### config.mk
export PLATFORM = sky130hd
export DESIGN_NAME = periph_link_arbiter
export DESIGN_NICKNAME = d
export VERILOG_FILES = /design/src/rtl/periph_link_arbiter.sv
export SDC_FILE = /design/constraint.sdc
export NUM_CORES = 1
export LEC_CHECK = 0
export ABC_CLOCK_PERIOD_IN_PS = 4400
export CORE_MARGIN = 5
export CORE_UTILIZATION = 35
export DETAILED_ROUTE_END_ITERATION = 7
export SKIP_CTS_REPAIR_TIMING = 1
export SLEW_MARGIN = 20
export SYNTH_ARGS = -nofsm -noshare
export SYNTH_HDL_FRONTEND = slang
export SYNTH_SLANG_ARGS = --single-unit
### constraint.sdc
create_clock -name clk -period 4.4 [get_ports clk]
set_input_delay 0.44 -clock clk [delete_from_list [all_inputs] [get_ports clk]]
set_output_delay 0.44 -clock clk [all_outputs]
set_load 0.03 [all_outputs]
### src/rtl/periph_link_arbiter.sv
// Round-robin arbiter sharing one four-phase send/ack peripheral link
// between NUM_REQ requesters. The winner's payload is latched for the whole
// transfer. An optional ack timeout completes a stuck transfer with an error
// flag. Every output comes straight from a register.
module periph_link_arbiter #(
  parameter int NUM_REQ = 4,
  parameter int DATA_W  = 4,
  parameter int TIMEOUT = 1000
) (
  input  logic                        clk,
  input  logic                        rst,
  input  logic [NUM_REQ-1:0]          req_send,
  input  logic [NUM_REQ*DATA_W-1:0]   req_data,
  output logic [NUM_REQ-1:0]          req_ack,
  output logic                        ack_err,
  output logic                        peri_send,
  output logic [DATA_W-1:0]           peri_data,
  input  logic                        peri_ack,
  output logic [$clog2(NUM_REQ)-1:0]  grant_id,
  output logic                        busy,
  output logic [7:0]                  xfer_count,
  output logic                        timeout_pulse
);

  localparam int ID_W = $clog2(NUM_REQ);

  typedef enum logic [1:0] {
    S_IDLE,
    S_FWD,
    S_ACK
  } state_e;

  state_e                  state_q, state_d;
  logic [ID_W-1:0]         rr_q, rr_d;
  logic [ID_W-1:0]         grant_q, grant_d;
  logic [15:0]             wait_q, wait_d;
  logic [DATA_W-1:0]       data_q, data_d;
  logic                    send_q, send_d;
  logic [NUM_REQ-1:0]      ack_q, ack_d;
  logic                    err_q, err_d;
  logic                    busy_q, busy_d;
  logic [7:0]              count_q, count_d;
  logic                    tpulse_q, tpulse_d;

  logic [DATA_W-1:0]       req_words [NUM_REQ];
  logic                    win_found;
  logic [ID_W-1:0]         win_idx;
  logic                    timed_out;

  // Split the flat payload bus into one word per requester.
  for (genvar g = 0; g < NUM_REQ; g++) begin : g_words
    assign req_words[g] = req_data[g*DATA_W +: DATA_W];
  end

  // Round-robin pick: first active send line at or above the pointer, wrapping.
  always_comb begin
    win_found = 1'b0;
    win_idx   = '0;
    for (int i = 0; i < NUM_REQ; i++) begin
      if (!win_found && req_send[ID_W'((int'(rr_q) + i) % NUM_REQ)]) begin
        win_found = 1'b1;
        win_idx   = ID_W'((int'(rr_q) + i) % NUM_REQ);
      end
    end
  end

  assign timed_out = (TIMEOUT != 0) && (wait_q == 16'(TIMEOUT - 1));

  // Next-state and registered-output logic for the IDLE/FWD/ACK handshake.
  always_comb begin
    // NOTE: every variable gets a default first so no path leaves one
    // unassigned, which would otherwise infer a latch.
    state_d  = state_q;
    rr_d     = rr_q;
    grant_d  = grant_q;
    wait_d   = wait_q;
    data_d   = data_q;
    send_d   = send_q;
    ack_d    = ack_q;
    err_d    = err_q;
    busy_d   = busy_q;
    count_d  = count_q;
    tpulse_d = 1'b0;

    unique case (state_q)
      S_IDLE: begin
        // A stale ack from the previous transfer blocks a new grant.
        if (win_found && !peri_ack) begin
          grant_d = win_idx;
          data_d  = req_words[win_idx];
          send_d  = 1'b1;
          busy_d  = 1'b1;
          wait_d  = '0;
          state_d = S_FWD;
        end
      end
      S_FWD: begin
        // A real ack beats a timeout landing in the same cycle.
        if (peri_ack) begin
          send_d         = 1'b0;
          ack_d          = '0;
          ack_d[grant_q] = 1'b1;
          err_d          = 1'b0;
          state_d        = S_ACK;
        end else if (timed_out) begin
          send_d         = 1'b0;
          ack_d          = '0;
          ack_d[grant_q] = 1'b1;
          err_d          = 1'b1;
          tpulse_d       = 1'b1;
          state_d        = S_ACK;
        end else begin
          wait_d = wait_q + 16'd1;
        end
      end
      S_ACK: begin
        // Both sides must have released the handshake in the same cycle.
        if (!req_send[grant_q] && !peri_ack) begin
          ack_d   = '0;
          err_d   = 1'b0;
          count_d = count_q + 8'd1;
          rr_d    = (grant_q == ID_W'(NUM_REQ - 1)) ? '0 : grant_q + 1'b1;
          busy_d  = 1'b0;
          state_d = S_IDLE;
        end
      end
      default: state_d = S_IDLE;
    endcase
  end

  // State and output registers with synchronous reset.
  always_ff @(posedge clk) begin
    // NOTE: sequential state uses non-blocking assignments so every register
    // samples the pre-edge values regardless of statement order.
    if (rst) begin
      state_q  <= S_IDLE;
      rr_q     <= '0;
      grant_q  <= '0;
      wait_q   <= '0;
      data_q   <= '0;
      send_q   <= 1'b0;
      ack_q    <= '0;
      err_q    <= 1'b0;
      busy_q   <= 1'b0;
      count_q  <= '0;
      tpulse_q <= 1'b0;
    end else begin
      state_q  <= state_d;
      rr_q     <= rr_d;
      grant_q  <= grant_d;
      wait_q   <= wait_d;
      data_q   <= data_d;
      send_q   <= send_d;
      ack_q    <= ack_d;
      err_q    <= err_d;
      busy_q   <= busy_d;
      count_q  <= count_d;
      tpulse_q <= tpulse_d;
    end
  end

  assign req_ack       = ack_q;
  assign ack_err       = err_q;
  assign peri_send     = send_q;
  assign peri_data     = data_q;
  assign grant_id      = grant_q;
  assign busy          = busy_q;
  assign xfer_count    = count_q;
  assign timeout_pulse = tpulse_q;

endmodule

==> out/qor.tcl <==
set qor(cts.htree.levels) 2
set qor(wire_length_of_the_first_global_routing_pass_mm) 8.29
set qor(cts.sinks) 42
set qor(design.die.area_um2) 7550
set qor(layout_worst_path_cycle_share) 0.498
set qor(synth.lib_cells_used.distinct) 41
set qor(timing.critical_path.max_delay_family) {simple AND/OR/NAND/NOR gates}
set qor(synthSimpleGateAreaFrac) 0.279
set qor(antennaDiodeCount) 0
set qor(placedCellCount) 348
set qor(synth_seq_area_share) 0.407
set qor(post_drt_via_cell_ratio) 4.97
set qor(detail_route.drc_violations) 0
set qor(route.detailed.wl_per_inst_um) 13.4
set qor(port-buffer-count) 44
set qor(final_critical_path_setup_slack_ps) 2210
set qor(setup-tns-final_ps) 0
set qor(track_usage) 0.137
set qor(finalCriticalPeriod_ps) 2190
set qor(worst_ep_required_time_ps) 4570
set qor(power.density_nw_per_um2) 288
set qor(die_w_um) 86.9
set qor(postSynthRegisterBits) 42
set qor(cts_made_buffers) 5
set qor(crit_path_cell_trace) {clkdlybuf4s50_1 > nor4_1 > or4_1 > nand2b_1 > nor2_1}
set qor(clk_root_buffer_cell) {clkbuf_8}
set qor(final_nets) 309
set qor(clock_tree_skew_after_final_layout_ps) 6.68
set qor(crit_arrival_ps) 2360
set qor(cts.reportedPaths.clkPinSlew_ps) 80
set qor(syn_to_final_growth_pct) 28.3
set qor(first_global_vias) 1816
set qor(timing.slew.headroom) 0.639
set qor(critPathBufInv) 1
set qor(critPathLaunchType) {input port}
set qor(synth_fp_nets) 265
set qor(floorplan.die.height_um) 86.9
set qor(critical_path.endpoint_type) {flop}
set qor(postSynth.topFlopCell) {dfxtp_1}
set qor(synthesis.area_per_instance_um2) 8.76
set qor(final-seq-area_um2) 841
set qor(outcome) {completed}
set qor(grt_ovf) 0
set qor(final.fill_count) 599
set qor(io_pins) 45
set qor(synth_xor_area_frac) 0.0847
set qor(synthesis.yosys.warnings) 0
set qor(irDropWorstVdd_mv) 0.214
set qor(starting_density_of_the_core) 0.356
set qor(static-leakage-power_nw) 0.900
set qor(grt_setup_unrepaired) {false}
set qor(min_path_type) {reg -> reg}
set qor(timing.setup.critical_path_class) {in -> reg}
set qor(globalplace.congestion) 0.854
set qor(multi_input_comb_area_um2) 1160
set qor(detailroute.via_count) 1771
set qor(synth_top_family_by_area) {simple AND/OR/NAND/NOR gates}
set qor(number_of_max_slew_violations_in_the_final_report) 0
set qor(antenna_found_initial) 0
set qor(place.detailed.hpwl_mm) 3.48
set qor(final_hold_viols) 0
set qor(grt_start_max_net_pins) 31
set qor(cts_tree) {done}
set qor(synthesized_cell_area_um2) 2070
set qor(detail_route.wirelength_mm) 4.77
set qor(maxCapViolations) 0
set qor(router_iterations_before_antenna_repair) 4
set qor(worst_slew_pin_slew_ps) 541
set qor(post_route_cells_drive_above_1_share) 0.0498
set qor(netlist_instances) 236
set qor(synth.area.mux_share) 0.0544
set qor(clk-insertion-delay-late_ps) 300
set qor(synth_fa_ha_area_frac) 0.0363
set qor(final_setup_violation_count) 0
set qor(synth_compound_area_frac) 0.104
set qor(num_rows) 28
set qor(dp_worst_setup_slack_ps) 1880
set qor(critPathMaxStageDelay_ps) 640
set qor(initialDrtViolationCount) 55
set qor(route.antenna.remaining_nets) 0
set qor(clockBufferDepth) 2
set qor(synth_edf_count) 0
set qor(final_cells) 356
set qor(synth_async_sr_flop_share) 0
set qor(placeableCoreArea_um2) 5820
set qor(clock.fmax_mhz) 456
set qor(cp_slowest_cell) {or4_1}
set qor(cp_max_fo) 14
-- flip-flops by register name, summed over array words and instances (netlist names) --
name / count
ack_err: 1
busy: 1
grant_id: 2
peri_data: 4
peri_send: 1
req_ack: 4
rr_q: 2
state_q: 2
timeout_pulse: 1
wait_q: 16
xfer_count: 8
-- synth_stat cells (2+ instances only) --
| cell type | count | area share |
|---|---|---|
| a21oi_1 | 16 | 0.039 |
| inv_1 | 5 | 0.0091 |
| dfxtp_1 | 42 | 0.41 |
| nor2b_1 | 4 | 0.012 |
| o221ai_1 | 5 | 0.021 |
| nor4_1 | 5 | 0.015 |
| and3_1 | 2 | 0.0060 |
| nor3_1 | 11 | 0.027 |
| nor2_1 | 30 | 0.054 |
| xor2_1 | 6 | 0.025 |
| clkbuf_1 | 4 | 0.0073 |
| nand2b_1 | 5 | 0.015 |
| o21ai_0 | 4 | 0.0097 |
| nand2_1 | 21 | 0.038 |
| nand3b_1 | 4 | 0.015 |
| nand3_1 | 13 | 0.031 |
| mux2i_1 | 9 | 0.044 |
| nand4_1 | 7 | 0.021 |
| a21boi_0 | 2 | 0.0073 |
| xnor2_1 | 14 | 0.059 |
| ha_1 | 6 | 0.036 |
| and4_1 | 2 | 0.0085 |
-- stage by stage --
stage	power, W	area, µm²	hold WS, ps	util
3_5_place_dp	0.000513	2560	445	0.440
5_1_grt	0.000802	2650	471	0.456
4_1_cts	0.000774	2650	456	0.456
6_report	0.000764	2650	453	0.456
3_3_place_gp	0.000513	2560	442	0.440
2_1_floorplan	0.000466	2070	460	-
-- metal layers --
layer / GRT usage / vias to the layer above / part of all wire
met5: 0 / - / 0
met4: 0.0467 / 0 / 0.012
met3: 0.0464 / 6 / 0.038
met2: 0.220 / 27 / 0.47
met1: 0.170 / 814 / 0.48
li1: - / 924 / -
-- cells by family after synthesis --
family	after synthesis
adder cells (fa/ha/maj)	6
flip-flops	42
AO/OA/AOI/OAI	33
AND/OR/NAND/NOR	112
buffers and inverters	13
XOR/XNOR	20
multiplexers	10
-- area by class of cell --
class	count	share of cell area
inverter	5	0.00708
tap	75	0.0354
clock buffer	6	0.0311
sequential	42	0.317
timing repair buffer	45	0.169
clock inverter	2	0.00472
multi-input combinational	181	0.436
-- placed cells by master (no fill, tap or decap), drive strengths merged, types with 4 or more instances in the layout --
cell,count
o21ai,4
nor2,30
nand2b,5
dfxtp,42
mux2i,9
clkdlybuf4s50,44
nand2,21
nand3,13
xor2,6
inv,5
nor3,12
xnor2,14
clkbuf,6
nor2b,4
nand3b,4
a21oi,16
nand4,7
nor4,5
o221ai,5
ha,6
-- power breakdown --
group	switching, W	leakage [nW]	internal [W]	total [W]
Combinational	0.0000564	0.513	0.0000500	0.000106
Clock	0.000134	0.0472	0.000126	0.000260
Sequential	0.00000846	0.340	0.000389	0.000398
Total	0.000199	0.900	0.000565	0.000764
-- path summary, 6_finish.rpt --
path	startpoint	end	slack (ps)	cells after the start
worst max-delay path	req_send[1]	wait_q[12]	2210	5
worst min register to register	busy	busy	450	2
worst max register to register	grant_id[0]	xfer_count[7]	2340	5
worst min-delay path	busy	busy	450	2
-- worst reg2reg max path, stage by stage, from the launching register on --
cell,delay [ps]
dfxtp_1,500
mux4_2,610
nor4_1,490
nand3_1,160
xor2_1,150
nor2_1,50
No activity file was read; power rests on OpenSTA's default activity.
